<file path="src/rtl/spi_master_pkg.sv">
// Shared definitions for the SPI master transfer engine.
//   state_e     : FSM encoding (IDLE/SETUP/SHIFT/HOLD/DONE)
//   MODE0..3    : SPI mode constants, packed as {cpol, cpha}
//   rsp_latency : cycles from the accepting edge until rsp_valid is seen,
//                 for a transfer of n bits with half-period divider d
package spi_master_pkg;

  typedef enum logic [2:0] {
    ST_IDLE,
    ST_SETUP,
    ST_SHIFT,
    ST_HOLD,
    ST_DONE
  } state_e;

  localparam logic [1:0] MODE0 = 2'b00;
  localparam logic [1:0] MODE1 = 2'b01;
  localparam logic [1:0] MODE2 = 2'b10;
  localparam logic [1:0] MODE3 = 2'b11;

  // SETUP + 2N shift half periods + HOLD, each D+1 cycles long,
  // plus the cycle in which the command is accepted.
  function automatic int rsp_latency(input int n, input int d);
    return 1 + (2 * n + 2) * (d + 1);
  endfunction

endpackage

</file>
<file path="src/rtl/spi_sclk_gen.sv">
// SPI clock generator.
//   clk, rst_n : clock, asynchronous active-low reset
//   en         : run the half-period counter (SETUP/SHIFT/HOLD)
//   edge_en    : ticks are sclk edges (SHIFT only)
//   clr        : restart counters and load sclk with cpol (command accept)
//   cpol       : idle level loaded on clr
//   div        : half period in cycles minus 1
//   len        : transfer bits minus 1 (selects the last edge)
//   tick       : half period elapsed
//   lead/trail : this tick is a leading / trailing sclk edge
//   last_edge  : this tick is edge 2N
//   sclk       : SPI clock
module spi_sclk_gen #(
  parameter int DIV_WIDTH = 16,
  parameter int LEN_W     = 4
) (
  input  logic                 clk,
  input  logic                 rst_n,
  input  logic                 en,
  input  logic                 edge_en,
  input  logic                 clr,
  input  logic                 cpol,
  input  logic [DIV_WIDTH-1:0] div,
  input  logic [LEN_W-1:0]     len,
  output logic                 tick,
  output logic                 lead,
  output logic                 trail,
  output logic                 last_edge,
  output logic                 sclk
);

  logic [DIV_WIDTH-1:0] cnt_q, cnt_d;
  // 0-based edge index; 2N-1 = {len, 1'b1} always fits in LEN_W+1 bits.
  logic [LEN_W:0]       edge_q, edge_d;
  logic                 sclk_q, sclk_d;
  logic                 edge_tick;

  // Equality compare only: the counter wraps to 0 on the tick, so an
  // all-ones divider never overflows and a zero divider ticks every cycle.
  assign tick      = en && (cnt_q == div);
  assign edge_tick = tick && edge_en;
  assign lead      = edge_tick && !edge_q[0];
  assign trail     = edge_tick && edge_q[0];
  assign last_edge = edge_tick && (edge_q == {len, 1'b1});
  assign sclk      = sclk_q;

  always_comb begin
    cnt_d  = cnt_q;
    edge_d = edge_q;
    sclk_d = sclk_q;
    if (clr) begin
      cnt_d  = '0;
      edge_d = '0;
      sclk_d = cpol;
    end else if (en) begin
      cnt_d = tick ? '0 : cnt_q + DIV_WIDTH'(1);
      if (edge_tick) begin
        edge_d = edge_q + (LEN_W + 1)'(1);
        sclk_d = ~sclk_q;
      end
    end
  end

  always_ff @(posedge clk or negedge rst_n) begin
    if (!rst_n) begin
      cnt_q  <= '0;
      edge_q <= '0;
      sclk_q <= 1'b0;
    end else begin
      cnt_q  <= cnt_d;
      edge_q <= edge_d;
      sclk_q <= sclk_d;
    end
  end

endmodule

</file>
<file path="src/rtl/spi_master_core.sv">
// SPI master transfer engine: configurable length, mode, divider and CS.
//   S_AXI_ACLK, S_AXI_ARESETN : clock, asynchronous active-low reset
//   cmd_*      : command channel; cmd_data right-justified TX word,
//                cmd_len = bits-1, cmd_cs = chip-select index
//   cpol, cpha, clk_div : transfer configuration, captured at accept
//   rsp_*      : response channel; rsp_data right-justified, zero-extended
//   busy       : engine not idle
//   sclk, mosi, miso, cs_n : SPI pins
//   dbg_state  : current FSM state
// Handshake: a beat transfers on a cycle where valid && ready. cmd_ready is
// high only in IDLE; rsp_valid is high only in DONE and holds rsp_data
// stable until rsp_ready. Leaving DONE takes one cycle, so a command offered
// together with rsp_ready is accepted on the following cycle.
module spi_master_core
  import spi_master_pkg::*;
#(
  parameter int DATA_WIDTH = 16,
  parameter int NUM_CS     = 4,
  parameter int DIV_WIDTH  = 16,
  parameter int LEN_W      = $clog2(DATA_WIDTH),
  parameter int CS_W       = (NUM_CS > 1) ? $clog2(NUM_CS) : 1
) (
  input  logic                  S_AXI_ACLK,
  input  logic                  S_AXI_ARESETN,
  input  logic                  cmd_valid,
  output logic                  cmd_ready,
  input  logic [DATA_WIDTH-1:0] cmd_data,
  input  logic [LEN_W-1:0]      cmd_len,
  input  logic [CS_W-1:0]       cmd_cs,
  input  logic                  cpol,
  input  logic                  cpha,
  input  logic [DIV_WIDTH-1:0]  clk_div,
  output logic                  rsp_valid,
  input  logic                  rsp_ready,
  output logic [DATA_WIDTH-1:0] rsp_data,
  output logic                  busy,
  output logic                  sclk,
  output logic                  mosi,
  input  logic                  miso,
  output logic [NUM_CS-1:0]     cs_n,
  output state_e                dbg_state
);

  state_e                state_q, state_d;
  logic [DATA_WIDTH-1:0] tx_q, tx_d;
  logic [DATA_WIDTH-1:0] rx_q, rx_d;
  logic [DATA_WIDTH-1:0] rsp_data_q, rsp_data_d;
  logic                  mosi_q, mosi_d;
  logic [LEN_W-1:0]      len_q, len_d;
  logic [CS_W-1:0]       cs_q, cs_d;
  logic                  cpha_q, cpha_d;
  logic [DIV_WIDTH-1:0]  div_q, div_d;

  logic                  accept, active;
  logic                  tick, lead, trail, last_edge;
  logic [LEN_W-1:0]      tx_shamt;
  logic [DATA_WIDTH-1:0] tx_align;

  assign accept    = cmd_valid && (state_q == ST_IDLE);
  assign active    = (state_q == ST_SETUP) || (state_q == ST_SHIFT) ||
                     (state_q == ST_HOLD);
  assign cmd_ready = (state_q == ST_IDLE);
  assign rsp_valid = (state_q == ST_DONE);
  assign busy      = (state_q != ST_IDLE);
  assign rsp_data  = rsp_data_q;
  assign mosi      = mosi_q;
  assign dbg_state = state_q;

  // Left-align the TX word so bit N-1 sits at the MSB; bits above N-1 fall
  // off the top and are never sent.
  assign tx_shamt = LEN_W'(DATA_WIDTH - 1) - cmd_len;
  assign tx_align = cmd_data << tx_shamt;

  // sclk is loaded from the live cpol pin at accept, so it needs no copy here.
  spi_sclk_gen #(
    .DIV_WIDTH (DIV_WIDTH),
    .LEN_W     (LEN_W)
  ) u_sclk_gen (
    .clk       (S_AXI_ACLK),
    .rst_n     (S_AXI_ARESETN),
    .en        (active),
    .edge_en   (state_q == ST_SHIFT),
    .clr       (accept),
    .cpol      (cpol),
    .div       (div_q),
    .len       (len_q),
    .tick      (tick),
    .lead      (lead),
    .trail     (trail),
    .last_edge (last_edge),
    .sclk      (sclk)
  );

  always_comb begin
    state_d    = state_q;
    tx_d       = tx_q;
    rx_d       = rx_q;
    rsp_data_d = rsp_data_q;
    mosi_d     = mosi_q;
    len_d      = len_q;
    cs_d       = cs_q;
    cpha_d     = cpha_q;
    div_d      = div_q;
    case (state_q)
      ST_IDLE: begin
        if (cmd_valid) begin
          state_d = ST_SETUP;
          tx_d    = tx_align;
          rx_d    = '0;
          len_d   = cmd_len;
          cs_d    = cmd_cs;
          cpha_d  = cpha;
          div_d   = clk_div;
          // cpha=0 presents the first bit before the first leading edge.
          if (!cpha) mosi_d = tx_align[DATA_WIDTH-1];
        end
      end
      ST_SETUP: begin
        if (tick) state_d = ST_SHIFT;
      end
      ST_SHIFT: begin
        if (lead) begin
          if (cpha_q) begin
            mosi_d = tx_q[DATA_WIDTH-1];
            tx_d   = tx_q << 1;
          end else begin
            rx_d = {rx_q[DATA_WIDTH-2:0], miso};
          end
        end
        if (trail) begin
          if (cpha_q) begin
            rx_d = {rx_q[DATA_WIDTH-2:0], miso};
          end else if (!last_edge) begin
            mosi_d = tx_q[DATA_WIDTH-2];
            tx_d   = tx_q << 1;
          end
        end
        if (last_edge) state_d = ST_HOLD;
      end
      ST_HOLD: begin
        if (tick) begin
          state_d    = ST_DONE;
          rsp_data_d = rx_q;
        end
      end
      ST_DONE: begin
        if (rsp_ready) state_d = ST_IDLE;
      end
      default: state_d = ST_IDLE;
    endcase
  end

  // An out-of-range index matches no line, so every cs_n stays high.
  always_comb begin
    cs_n = '1;
    if (active) begin
      for (int i = 0; i < NUM_CS; i++) begin
        if (32'(cs_q) == i) cs_n[i] = 1'b0;
      end
    end
  end

  always_ff @(posedge S_AXI_ACLK or negedge S_AXI_ARESETN) begin
    if (!S_AXI_ARESETN) begin
      state_q    <= ST_IDLE;
      tx_q       <= '0;
      rx_q       <= '0;
      rsp_data_q <= '0;
      mosi_q     <= 1'b0;
      len_q      <= '0;
      cs_q       <= '0;
      cpha_q     <= 1'b0;
      div_q      <= '0;
    end else begin
      state_q    <= state_d;
      tx_q       <= tx_d;
      rx_q       <= rx_d;
      rsp_data_q <= rsp_data_d;
      mosi_q     <= mosi_d;
      len_q      <= len_d;
      cs_q       <= cs_d;
      cpha_q     <= cpha_d;
      div_q      <= div_d;
    end
  end

endmodule

</file>
<file path="config.mk">
export PLATFORM = sky130hd
export DESIGN_NAME = spi_master_core
export DESIGN_NICKNAME = d
export VERILOG_FILES = /design/src/rtl/spi_master_pkg.sv /design/src/rtl/spi_sclk_gen.sv /design/src/rtl/spi_master_core.sv
export SDC_FILE = /design/constraint.sdc
export NUM_CORES = 1
export LEC_CHECK = 0
export BUFFER_PORTS_ARGS = -buffer_cell sky130_fd_sc_hd__buf_2
export CAP_MARGIN = 10
export CORE_ASPECT_RATIO = 0.6
export CORE_MARGIN = 4
export CORE_UTILIZATION = 30
export CTS_BUF_LIST = sky130_fd_sc_hd__clkbuf_16
export CTS_CLUSTER_SIZE = 30
export DETAILED_ROUTE_END_ITERATION = 8
export GPL_ROUTABILITY_DRIVEN = 0
export PLACE_DENSITY = 0.6
export SLEW_MARGIN = 20
export SYNTH_ARGS = -nofsm -noshare
export SYNTH_HDL_FRONTEND = slang
export SYNTH_SLANG_ARGS = --single-unit
</file>
<file path="constraint.sdc">
create_clock -name S_AXI_ACLK -period 2.3 [get_ports S_AXI_ACLK]
set_input_delay 0.23 -clock S_AXI_ACLK [delete_from_list [all_inputs] [get_ports S_AXI_ACLK]]
set_output_delay 0.23 -clock S_AXI_ACLK [all_outputs]
set_load 0.02 [all_outputs]
</file>
==> summary.md <==
| Metric | Value |
|---|---|
| Final HPWL DP | `10200 µm` |
| CP Launch Type | `flip-flop` |
| Syn. warnings | `0` |
| Port-buffer cells | `72` |
| First-pass GRT wire length | `about 22000 µm` |
| Fmax | `458 MHz` |
| CP max FO | `9` |
| Lkg Pwr | `2.98 nW` |
| Layout net count | `670` |
| Clk sinks | `97` |
| Register area share after synthesis | `46.4%` |
| Reg clk slew, reported paths | `0.07 ns` |
| Post-synth top flop | `dfrtp_1` |
| Crit share post-route | `between 90% and 100%` |
| Most numerous cell in the Yosys netlist | `nand2_1` |
| GRT Total Usage | `14.0%` |
| Top-area cell type share of the netlist area | `46.4%` |
| Post-synth top cells | `nand2_1 (111), dfrtp_1 (97), a21oi_1 (33)` |
| Least-Margin Pin Slew | `0.736 ns` |
| Met3 Routed Length | `1060 µm` |
| Layout cells sized above 1 | `26.6%` |
| Vias per cell | `roughly 5.0` |
| FF-to-FF setup slack | `roughly 0.11 ns` |
| Synth Cell Area | `5230 µm²` |
| Die X | `around 180 µm` |
| Hold-critical path depth | `3` |
| Critical path type | `reg -> reg` |
| Starting Density | `between 30% and 40%` |
| Clk root buf | `clkbuf_16` |
| Die Height | `110 µm` |
| Die area | `19700 µm²` |
| Endpoints failing hold | `0` |
| Min-delay src | `cmd_cs[0]` |
| Clk_skew | `approximately 0.01 ns` |
| Yosys reg bits | `97` |
| CTS tree | `done` |
| Cell variety after synth | `58` |
| R2R depth | `6` |
| Hold slack | `roughly 0.076 ns` |
| Final setup fails | `0` |
| Total wire length | `about 13000 µm` |
| CP Capture Type | `flip-flop` |
| Placement Cell Area | `6020 µm²` |
| Syn Area/Cell | `9.76 µm²` |
| Congestion Overflow GR | `0` |
| RSZ-0062 raised after global routing | `false` |
| Tmin final | `about 2.2 ns` |
| Max-slew violation count | `0` |
| DR DRC count | `0` |
| Syn nets | `583` |
| Hold Path End | `cs_q[0]$_DFFE_PN0P_` |
| Vias in the first global route | `4125` |
| Filler instances | `1747` |
| Dpl cells | `845` |
| Initial antenna violation count | `0` |
| Pin count of the biggest net entering global routing | `48` |
| Ports | `73` |
| Clock Tree Buf Depth | `2` |
| Remaining antenna violation count | `0` |
| Largest cells by area after synthesis | `dfrtp_1 (46%), nand2_1 (8.0%), mux2_2 (5.0%), xnor2_1 (4.2%), mux4_2 (3.9%)` |
| Diodes inserted | `0` |
| Reg2reg end | `tx_q[11]$_DFFE_PN0P_` |
| Met2 WL | `approximately 5400 µm` |
| Setup_tns | `0 ns` |
| Worst-Skew Late Latency | `0.35 ns` |
| Avg WL per Cell | `15.6 µm` |
| IR drop worst, VDD | `0.328 mV` |
| Rows | `37` |
| Post-Synthesis Cells | `between 500 and 600` |
| M1 wire length | `a little under 7000 µm` |
| H-tree depth | `3` |
| Status | `complete, no violations` |
| Fin cells | `about 860` |
| Dominant cell type by area after synthesis | `dfrtp_1` |
| Final setup margin | `0.115 ns` |
| Ys async rst share | `100%` |
| Placement Setup Slack | `0.0724 ns` |
| DRT iter0 DRCs | `284` |
| Vias | `roughly 4300` |
| Power per cell area | `around 700 nW/µm²` |
| Clock buffers created by TritonCTS | `9` |
| Area of the core | `17100 µm²` |
| Layout area overhead | `20.9%` |
| Max-cap viol count | `0` |
| Slew margin rel. | `50.3%` |
| Worst Hold Class | `in -> reg` |
| Post-synth EDFFs | `0` |
| Crit path DAT | `roughly 2.4 ns` |
| Finished layout cell area | `approximately 6300 µm²` |
| CP required | `2.53 ns` |
| Top sig layer | `met4` |
| R2R Path Start | `u_sclk_gen.cnt_q[9]$_DFFE_PN0P_` |
| DRT Pass-1 Iters | `5` |
-- through the flow --
step	total power, mW	utilization [%]
5_1_grt	4.58	36.9
6_report	4.34	36.9
3_3_place_gp	2.92	35.1
3_5_place_dp	2.94	35.1
2_1_floorplan	2.61	-
4_1_cts	4.37	36.8
-- report_power, final --
group          internal (mW)  switching [mW]  total, mW
clock                  0.742           0.673       1.42
sequential              1.88           0.159       2.04
combinational          0.410           0.469      0.879
-- cells in the final DEF, fill, tap and decap left out, types with 3 or more instances in the layout --
cell        instances
a211oi_1            3
a21oi_1            33
a221o_1             6
a22o_1             17
a2bb2oi_1           5
a31oi_1             3
and2_1              4
and3_1              7
buf_12              3
buf_2              71
buf_4              28
clkbuf_16           9
clkinvlp_4          3
dfrtp_1            96
inv_1              17
mux2_2             23
mux2i_1            11
mux4_2              9
nand2_1           111
nand2b_1            6
nand3_1            14
nand3b_1            4
nand4_1             8
nor2_1             30
nor2b_1             3
nor3_1              3
o21a_1              3
o21ai_0            23
o32ai_1             7
xnor2_1            24
-- metal layers --
layer	vias to the layer above	GRT usage (%)
li1	2065	-
met1	2121	21.5
met2	145	19.0
met3	10	4.91
met4	0	2.63
met5	-	0
-- critical path, cell delays in order (launching register included) --
cell,delay [ns]
dfrtp_1,0.44
xnor2_1,0.22
nand4_1,0.12
or3_4,0.43
nor4_4,0.34
o21ai_2,0.19
a221o_1,0.33
-- worst max-delay path by stage --
stage                                    startpoint                  endpoint  slack, ns  cells past startpoint
CTS                        dbg_state[1]$_DFFE_PN0P_       tx_q[2]$_DFFE_PN0P_       0.05                      7
detailed placement         dbg_state[1]$_DFFE_PN0P_       tx_q[2]$_DFFE_PN0P_       0.07                      7
global placement    u_sclk_gen.cnt_q[9]$_DFFE_PN0P_       tx_q[9]$_DFFE_PN0P_       0.14                      7
global route               dbg_state[0]$_DFFE_PN0P_      tx_q[13]$_DFFE_PN0P_      0.008                      6
finish              u_sclk_gen.cnt_q[9]$_DFFE_PN0P_      tx_q[11]$_DFFE_PN0P_       0.11                      6
floorplan                  dbg_state[2]$_DFFE_PN0P_  rsp_data[10]$_DFFE_PN0P_      0.003                      8
-- sequential cells by signal, summed over array words and instances (netlist names) --
signal             flops
u_sclk_gen.sclk        1
div_q                 16
tx_q                  16
cs_q                   2
cpha_q                 1
u_sclk_gen.edge_q      5
dbg_state              3
len_q                  4
u_sclk_gen.cnt_q      16
rsp_data              16
rx_q                  16
mosi                   1
-- kinds of logic (layout without fill, tap and decap cells) --
kind of cell | Yosys count | count (layout) | share of synthesized area [%]
DFF | 97 | 97 | 46.4
and+or+nand+nor | 207 | 207 | 18.6
AOI/OAI and AO/OA | 115 | 115 | 15.3
xor gates and xnor gates | 26 | 26 | 4.35
muxes | 43 | 43 | 10.9
buffers and inverters | 46 | 137 | 3.92
adders and majority gates | 2 | 2 | 0.478
-- layout make-up --
| type | instances | area, µm² | share of cell area (%) |
|---|---|---|---|
| Timing Repair Buffer | 104 | 647 | 10.2 |
| Clock buffer | 9 | 225 | 3.56 |
| Multi-Input combinational cell | 393 | 2610 | 41.3 |
| Tap cell | 234 | 293 | 4.63 |
| Inverter | 18 | 67.6 | 1.07 |
| Sequential cell | 97 | 2430 | 38.4 |
| Clock inverter | 6 | 51.3 | 0.811 |
-- timing repair --
item | CTS | global route
resized for setup | 0 | 4
endpoints found under the hold margin | 44 | 0
hold buffers | 1 | 0
setup buffers | 0 | 0
setup endpoints to repair | 0 | 15
No activity file was read; power rests on OpenSTA's default activity.
